==> src/rtl/mem_pkg.sv <==
// Shared memory-side types: store size encodings, byte-mask constants and the
// store buffer entry layout.
package mem_pkg;

    typedef enum logic [1:0] {
        SZ_B = 2'd0,
        SZ_H = 2'd1,
        SZ_W = 2'd2,
        SZ_D = 2'd3
    } size_e;

    localparam logic [7:0] MASK_B = 8'h01;
    localparam logic [7:0] MASK_H = 8'h03;
    localparam logic [7:0] MASK_W = 8'h0F;
    localparam logic [7:0] MASK_D = 8'hFF;

    // Address is held at its widest form; narrower buses zero-extend into it.
    typedef struct packed {
        logic [63:0] addr;
        logic [63:0] data;
        logic [7:0]  mask;
    } store_entry_t;

    function automatic logic [7:0] base_mask(input logic [1:0] size);
        logic [7:0] m;
        m = MASK_B;
        case (size)
            SZ_B: m = MASK_B;
            SZ_H: m = MASK_H;
            SZ_W: m = MASK_W;
            SZ_D: m = MASK_D;
            default: m = MASK_B;
        endcase
        return m;
    endfunction

endpackage

==> src/rtl/store_align.sv <==
// Places a right-justified store into its 8-byte memory word and flags
// accesses that are not naturally aligned to their size.
module store_align
    import mem_pkg::*;
#(
    parameter int ADDR_W = 64
) (
    input  logic [ADDR_W-1:0] addr,
    input  logic [63:0]       data,
    input  logic [1:0]        size,
    output logic [ADDR_W-1:0] waddr,
    output logic [63:0]       wdata,
    output logic [7:0]        wmask,
    output logic              misaligned
);

    logic [2:0] off;
    logic [2:0] align_bits;

    // Offset bits that must be zero for a naturally aligned access of this size.
    always_comb begin
        off        = addr[2:0];
        align_bits = 3'b000;
        case (size)
            SZ_B: align_bits = 3'b000;
            SZ_H: align_bits = 3'b001;
            SZ_W: align_bits = 3'b011;
            SZ_D: align_bits = 3'b111;
            default: align_bits = 3'b000;
        endcase
        waddr      = {addr[ADDR_W-1:3], 3'b000};
        wdata      = data << {off, 3'b000};
        wmask      = base_mask(size) << off;
        misaligned = |(off & align_bits);
    end

endmodule

==> src/rtl/store_buffer.sv <==
// Store FIFO between the LSU and the 64-bit data memory write port, with a
// same-word hit check for the load path.
module store_buffer
    import mem_pkg::*;
#(
    parameter int DEPTH  = 4,
    parameter int ADDR_W = 64,
    parameter int DATA_W = 64
) (
    input  logic                       clk,
    input  logic                       reset,
    input  logic                       st_valid,
    output logic                       st_ready,
    input  logic [ADDR_W-1:0]          st_addr,
    input  logic [DATA_W-1:0]          st_data,
    input  logic [1:0]                 st_size,
    output logic                       mem_wvalid,
    input  logic                       mem_wready,
    output logic [ADDR_W-1:0]          mem_waddr,
    output logic [DATA_W-1:0]          mem_wdata,
    output logic [7:0]                 mem_wmask,
    input  logic [ADDR_W-1:0]          ld_addr,
    output logic                       ld_hit,
    output logic [$clog2(DEPTH+1)-1:0] count,
    output logic                       misalign_err
);

    localparam int PTR_W = $clog2(DEPTH);
    localparam int CNT_W = $clog2(DEPTH + 1);

    logic [PTR_W-1:0] wptr_q, wptr_d;
    logic [PTR_W-1:0] rptr_q, rptr_d;
    logic [CNT_W-1:0] count_q, count_d;
    logic             misalign_err_q, misalign_err_d;
    store_entry_t     entries_q [DEPTH];
    store_entry_t     entries_d [DEPTH];

    logic [ADDR_W-1:0] al_waddr;
    logic [63:0]       al_wdata;
    logic [7:0]        al_wmask;
    logic              al_misaligned;

    logic accept;
    logic enq;
    logic deq;
    logic ld_addr_unused;
    store_entry_t head;

    store_align #(
        .ADDR_W(ADDR_W)
    ) u_align (
        .addr       (st_addr),
        .data       (st_data),
        .size       (st_size),
        .waddr      (al_waddr),
        .wdata      (al_wdata),
        .wmask      (al_wmask),
        .misaligned (al_misaligned)
    );

    assign st_ready     = (count_q != CNT_W'(DEPTH));
    assign mem_wvalid   = (count_q != '0);
    assign accept       = st_valid & st_ready;
    assign enq          = accept & ~al_misaligned;
    assign deq          = mem_wvalid & mem_wready;
    assign head         = entries_q[rptr_q];
    assign mem_waddr    = head.addr[ADDR_W-1:0];
    assign mem_wdata    = head.data;
    assign mem_wmask    = head.mask;
    assign count        = count_q;
    assign misalign_err = misalign_err_q;
    assign ld_addr_unused = ^ld_addr[2:0];

    always_comb begin
        wptr_d         = wptr_q;
        rptr_d         = rptr_q;
        count_d        = count_q;
        misalign_err_d = accept & al_misaligned;
        entries_d      = entries_q;
        if (enq) begin
            entries_d[wptr_q].addr = 64'(al_waddr);
            entries_d[wptr_q].data = al_wdata;
            entries_d[wptr_q].mask = al_wmask;
            wptr_d = wptr_q + 1'b1;
        end
        if (deq) begin
            rptr_d = rptr_q + 1'b1;
        end
        case ({enq, deq})
            2'b10:   count_d = count_q + 1'b1;
            2'b01:   count_d = count_q - 1'b1;
            default: count_d = count_q;
        endcase
    end

    // An entry is live when its distance from the read pointer is below count.
    always_comb begin
        logic [PTR_W-1:0] rel;
        rel    = '0;
        ld_hit = 1'b0;
        for (int i = 0; i < DEPTH; i++) begin
            rel = PTR_W'(i) - rptr_q;
            if ((CNT_W'(rel) < count_q) &&
                (entries_q[i].addr[ADDR_W-1:3] == ld_addr[ADDR_W-1:3])) begin
                ld_hit = 1'b1;
            end
        end
    end

    always_ff @(posedge clk or negedge reset) begin
        if (!reset) begin
            wptr_q         <= '0;
            rptr_q         <= '0;
            count_q        <= '0;
            misalign_err_q <= 1'b0;
        end else begin
            wptr_q         <= wptr_d;
            rptr_q         <= rptr_d;
            count_q        <= count_d;
            misalign_err_q <= misalign_err_d;
        end
    end

    always_ff @(posedge clk) begin
        entries_q <= entries_d;
    end

endmodule
==> config.mk <==
export PLATFORM = sky130hd
export DESIGN_NAME = store_buffer
export DESIGN_NICKNAME = d
export VERILOG_FILES = /design/src/rtl/mem_pkg.sv /design/src/rtl/store_align.sv /design/src/rtl/store_buffer.sv
export SDC_FILE = /design/constraint.sdc
export NUM_CORES = 1
export LEC_CHECK = 0
export CAP_MARGIN = 10
export CELL_PAD_IN_SITES_DETAIL_PLACEMENT = 0
export CELL_PAD_IN_SITES_GLOBAL_PLACEMENT = 1
export CORE_UTILIZATION = 40
export DETAILED_ROUTE_END_ITERATION = 10
export PLACE_DENSITY_LB_ADDON = 0.1
export SYNTH_ARGS = -nofsm -noshare
export SYNTH_HDL_FRONTEND = slang
export SYNTH_SLANG_ARGS = --single-unit
==> constraint.sdc <==
create_clock -name clk -period 5.32 [get_ports clk]
set_input_delay 1.596 -clock clk [delete_from_list [all_inputs] [get_ports clk]]
set_output_delay 1.596 -clock clk [all_outputs]
set_load 0.02 [all_outputs]
After elaboration in Yosys (flattened, before gate mapping)
Index checks and enable logic that the tools add are counted.
W data, S select, Z words.
{"block": "word_totals", "output_inout_bits": 143, "in_bits": 198, "reg_bits": 552}
{"block": "classes", "mux": 19, "reduce_logical": 9, "addsub": 8, "shifts": 2, "n_bitwise": 8, "n_lt_le_gt_ge": 7, "eq_ne": 10}
{"op": "$bwmux W544", "n": 3}
{"op": "$demux W136 S2", "n": 3}
{"op": "$mux W136", "n": 3}
{"op": "$bmux W136 S2", "n": 1}
{"op": "$eq A61 B61 Y1", "n": 4}
{"op": "$mux W72", "n": 1}
{"op": "$shl A64 B6 Y64", "n": 1}
{"op": "$pmux W8 S4", "n": 1}
{"op": "$lt A2 B3 Y1", "n": 4}
{"op": "$pmux W3 S4", "n": 1}
{"op": "$mux W8", "n": 1}
{"op": "$shl A8 B3 Y8", "n": 1}
{"op": "$eq A2 B2 Y1 const B", "n": 3}
{"op": "$ge A3 B3 Y1 const B", "n": 2}
{"op": "$not A2 Y3", "n": 2}
{"op": "$pmux W3 S2", "n": 1}
{"op": "$logic_and A1 B1 Y1", "n": 5}
{"op": "$add A2 B1 Y2 const B", "n": 2}
{"op": "$and A1 B1 Y1", "n": 4}
{"op": "$eq A2 B1 Y1 const B", "n": 2}
{"op": "$mux W1", "n": 4}
{"op": "$sub A1 B2 Y2 const A", "n": 2}
{"op": "$sub A2 B2 Y2 const A", "n": 2}
{"op": "$add A3 B1 Y3 const B", "n": 1}
{"op": "other kinds (9)", "n": 9}

Depth between registers and ports, before layout
Gate-level depths: netlist of the first run.
{"block": "depth", "depth_word": 8, "mapped_depth": 12, "depth_no_buf": 10}

By module
A second synthesis of the first run with hierarchy kept.
{"block": "hier_totals", "cells_unflattened": 1463, "hier_area_um2": 25527.0}
{"module": "store_buffer", "cells_per_inst": 1145, "n_inst": 1, "seq_area_each_um2": 16535.9, "area_each_um2": 23127.2}
{"module": "store_align", "cells_per_inst": 318, "n_inst": 1, "seq_area_each_um2": 0.0, "area_each_um2": 2399.8}

Least setup slack after synthesis of the first run
OpenSTA, ideal clock, no wires.
{"block": "synth_path", "path_type": "in2reg", "start": "in st_addr[0]", "end": "reg entries_q[0] (netlist name) (enable)", "n_path_buf": 2, "cell_stages": 6, "path_slack_ns": -0.689, "setup_time_ns": 0.508, "arrival_time_ns": 5.502, "path_cell_list": "buf_2 -> o21ai_1 -> o21a_1 -> and3_1 -> clkbuf_1 -> and2_1"}
{"block": "synth_via", "elab_chain_len": 4}
{"item": "start: declaration", "line": "store_buffer.sv:14", "rtl": "input logic [ADDR_W-1:0] st_addr,"}
{"item": "$and A3 B3 Y3", "line": "store_align.sv:34", "rtl": "misaligned = |(off & align_bits);"}
{"item": "$reduce_or A3 Y1", "line": "store_align.sv:34"}
{"item": "$not A1 Y1", "line": "store_buffer.sv:64", "rtl": "assign enq = accept & ~al_misaligned;"}
{"item": "$and A1 B1 Y1", "line": "store_buffer.sv:64"}
{"item": "end signal: assignment", "line": "store_buffer.sv:125", "rtl": "entries_q <= entries_d;"}
{"item": "end: declaration", "line": "store_buffer.sv:35", "rtl": "store_entry_t entries_q [DEPTH];"}
Every way passes these cells.
A chain may end at the register's enable or synchronous reset.

Worst setup path in the final report of the first run
{"block": "layout_path", "start": "in ld_addr[51]", "end": "out ld_hit"}
{"block": "layout_via", "elab_chain_len": 6}
{"item": "start: declaration", "line": "store_buffer.sv:22", "rtl": "input logic [ADDR_W-1:0] ld_addr,"}
{"item": "$eq A61 B61 Y1", "line": "store_buffer.sv:104", "rtl": "(entries_q[i].addr[ADDR_W-1:3] == ld_addr[ADDR_W-1:3])) begin"}
{"item": "$logic_and A1 B1 Y1", "line": "store_buffer.sv:103", "rtl": "if ((CNT_W'(rel) < count_q) &&"}
{"item": "$mux W1 (3 in a row)", "line": "store_buffer.sv:103"}
{"item": "$mux W1 *", "line": "store_buffer.sv:103"}
{"item": "end: declaration", "line": "store_buffer.sv:23", "rtl": "output logic ld_hit,"}
Mark *: on every way between the ends. The rest lies on a longest branch, timed or not.

==> results.sh, run 1 <==
export IMPL_cp_cell_sequence="clkdlybuf4s50_1, buf_4, xor2_1, nor4_4, buf_4, nand4_1, nor4_2, or4_4, buf_6"
export IMPL_slew_headroom=0.3396
export IMPL_whs_endpoint="wptr_q[1]$_DFFE_PN0P_"
export IMPL_synth_top_area_cell="edfxtp_1"
export IMPL_grt_max_degree=85
export IMPL_p_leak_nw=11.09
export IMPL_synthCells=1442
export IMPL_grt_pass1_vias=15220
export IMPL_worstMarginPinSlew_ns=0.9907
export IMPL_final_hold_viol_count=0
export IMPL_fin_nets=2120
export IMPL_fin_total_pwr_mw=14.61
export IMPL_hold_start="wptr_q[1]$_DFFE_PN0P_"
export IMPL_drive_gt1_frac=0.2280
export IMPL_drt_pass1_iter_count=5
export IMPL_via_per_inst=5.307
export IMPL_antenna_found_initial=18
export IMPL_endpoint_kind="output port"
export IMPL_ys_flop_type="edfxtp_1"
export IMPL_postRouteAntennaNets=0
export IMPL_worstPathArrival_ns=3.66
export IMPL_insertion_delay_ns=0.63
export IMPL_ys_top_cells_by_count="532 x edfxtp_1, 134 x xor2_1, 133 x mux4_2"
export IMPL_grt_use_total=0.2329
export IMPL_grt_pass1_wl_um=104800
export IMPL_crit_top_cell="buf_4"
export IMPL_fin_skew_ns=0.01274
export IMPL_synth_warnings=0
export IMPL_fin_util=0.5289
export IMPL_drcViolationCount=0
export IMPL_synthArstFlopShare=0.01481
export IMPL_synth_edf_count=532
export IMPL_cp_slowest_cell="or4_4"
export IMPL_timing_final_ws_setup_ns=0.06647
export IMPL_globalplace_congestion=0.9300
export IMPL_cap_viol_max_count=0
export IMPL_status="finished, final reports clean"
export IMPL_holdPathStages=2
export IMPL_path_class="in -> out"
export IMPL_ys_top_cells_by_area="edfxtp_1 65%, mux4_2 12%, xor2_1 4.7%, xnor2_1 3.9%, mux2i_1 2.8%"
export IMPL_wl_per_cell_um=26.63
export IMPL_rows=90
export IMPL_peakVddDrop_mv=0.3428
export IMPL_coreArea_um2=60700
export IMPL_yosysSeqAreaShare=0.6539
export IMPL_fin_crit_sh=0.9875
export IMPL_clkSinkCount=540
export IMPL_start_util=0.4075
export IMPL_clkTransAtPathRegs_ns=0.06
export IMPL_r2r_start="count[0]$_DFFE_PN0P_"
export IMPL_fin_crit_ns=5.254
export IMPL_r2r_setup_slack_ns=2.81
export IMPL_yosys_register_bits=540
export IMPL_pre_cts_ws_ns=-0.6847
export IMPL_cts_tree="yes"
export IMPL_fmax_mhz=190.3
export IMPL_numPortBuffers=334
export IMPL_pwr_density_cell_nw_per_um2=455.0
export IMPL_r2r_end="entries_q[30]$_DFFE_PP_"
export IMPL_synth_top_area_share=0.6458
export IMPL_die_area_um2=62840
export IMPL_dieWidth_um=250.7
export IMPL_hold_class="reg -> reg"
export IMPL_htree_levels=2
export IMPL_cts_buffer_depth=3
export IMPL_syn_to_final_growth_pct=29.78
export IMPL_power_frac_comb=0.371
export IMPL_dpl_cell_count=2634
export IMPL_p_switching_mw=4.705
export IMPL_num_io_pins=341
export IMPL_critPathMaxStageDelay_ns=0.56
export IMPL_hpwl_um=52390
export IMPL_synth_most_common_cell="edfxtp_1"
export IMPL_wl_um=72940
export IMPL_drtIter0Drc=775
export IMPL_switching_share=0.3221
export IMPL_yosys_cell_types_count=42
export IMPL_cp_start_kind="input pin"
export IMPL_grt_remaining_overflow=0
export IMPL_setup_violations=0
export IMPL_syn_area_per_cell_um2=17.15
export IMPL_cts_made_buffers=58
export IMPL_synthesis_area_um2=24740
export IMPL_reg2reg_depth=5
export IMPL_cp_required_ns=3.72
export IMPL_p_int_mw=9.902
export IMPL_drv_slew=0
export IMPL_p_seq_frac=0.368
export IMPL_final_cells=2739
export IMPL_cts_root_buf="clkbuf_16"
export IMPL_crit_fanout=3
export IMPL_vias=14540
export IMPL_clkPwrFrac=0.261
export IMPL_dieHeight_um=250.7
-- registers in the layout, indices dropped and copies added, names as in the netlist --
name,count
entries_q,532
count,3
misalign_err,1
rptr_q,2
wptr_q,2
-- worst max path at each step --
| stage | from | endpoint | slack [ns] |
|---|---|---|---|
| 2_1_floorplan | st_addr[0] | entries_q[0]$_DFFE_PP_ | 0.79 |
| 3_3_place_gp | ld_addr[36] | ld_hit | -0.70 |
| 3_5_place_dp | ld_addr[19] | ld_hit | -0.68 |
| 4_1_cts | ld_addr[36] | ld_hit | 0.0005 |
| 5_1_grt | ld_addr[8] | ld_hit | -0.003 |
| 6_report | ld_addr[51] | ld_hit | 0.07 |
-- layer usage --
layer / vias up / wire (µm) / GRT usage / part of all wire
met4: 20 / 1698 / 0.06696 / 0.023
met5: - / 115 / 0 / 0.0016
met3: 101 / 5477 / 0.06308 / 0.075
met1: 7408 / 28260 / 0.2832 / 0.39
met2: 427 / 37390 / 0.4048 / 0.51
li1: 6579 / - / - / -
-- layout by cell type, fill, tap and decap left out, types with 11 or more instances in the layout --
master           count
a21oi_1             35
and2_1              41
buf_12              11
buf_4              145
clkbuf_1            13
clkbuf_16           58
clkdlybuf4s50_1    294
clkinv_1            14
dlygate4sd2_1       15
dlymetal6s2s_1      21
edfxtp_1           532
mux2_2              21
mux2i_1             70
mux4_2             133
nand2_1             32
nand4_1             36
nor2_1              49
nor4_1              18
nor4_2              19
o21ai_0             30
o22ai_1             16
xnor2_1             99
xnor2_2             16
xor2_1             129
-- power by group through the flow --
stage          registers (mW)  logic [mW]  clock network (mW)
5_1_grt                  5.42        5.72                4.05
3_5_place_dp             5.47        5.48                   0
3_3_place_gp             5.45        5.49                   0
4_1_cts                  5.38        5.51                3.89
6_report                 5.38        5.42                3.81
2_1_floorplan            5.39        3.04                   0
-- critical path, delay by kind of cell --
| family | cells | cell delay [ns] |
|---|---|---|
| XOR/XNOR | 1 | 0.25 |
| buffers and inverters | 4 | 0.98 |
| AND/OR/NAND/NOR | 4 | 0.82 |
-- timing repair --
item                                    4_1_cts  5_1_grt
hold buffers                                  0        0
setup buffers                                 0        0
resized for setup                            47       48
endpoints found under the setup margin        1        1
pin swaps                                    12       20
gates cloned                                  0        0
-- cells by family after synthesis --
logic type | Yosys count | share of synthesized area
AO/OA/AOI/OAI | 97 | 0.02165
XOR/XNOR | 251 | 0.09130
adder cells (fa/ha/maj) | 10 | 0.005362
buffers and inverters | 96 | 0.02059
flip-flops | 540 | 0.6539
multiplexers | 224 | 0.1590
other | 1 | 0.0001516
AND/OR/NAND/NOR | 223 | 0.04805
-- layout make-up --
class	instances	area, µm²
diodes	5	12.51
clock buffers	71	1500
clock inverters	29	272.8
fillers	5011	28590
inverters	11	41.29
multi-input cells	808	8402
flip-flops and latches	540	16180
well taps	782	978.4
repair buffers	493	4712
-- stage by stage --
step	setup TNS (ns)	area, µm²	hold WS [ns]
floorplan	0	24750	0.5796
global placement	-0.7012	29930	0.6041
detailed placement	-0.6847	29930	0.6277
CTS	0	31860	0.6390
global route	-0.003428	32090	0.6833
finish	0	32100	0.6392
Power figures use the tool's default switching activity.
==> run 2, diff against run 1 <==
--- a/config.mk
+++ b/config.mk
@@ -10,6 +10,7 @@
 export CELL_PAD_IN_SITES_GLOBAL_PLACEMENT = 1
 export CORE_UTILIZATION = 40
 export DETAILED_ROUTE_END_ITERATION = 10
+export HOLD_SLACK_MARGIN = 0.05
 export PLACE_DENSITY_LB_ADDON = 0.1
 export SYNTH_ARGS = -nofsm -noshare
 export SYNTH_HDL_FRONTEND = slang
==> results of run 2 <==
Same layout as run 1: the final DEF is identical, and so are final timing and power.
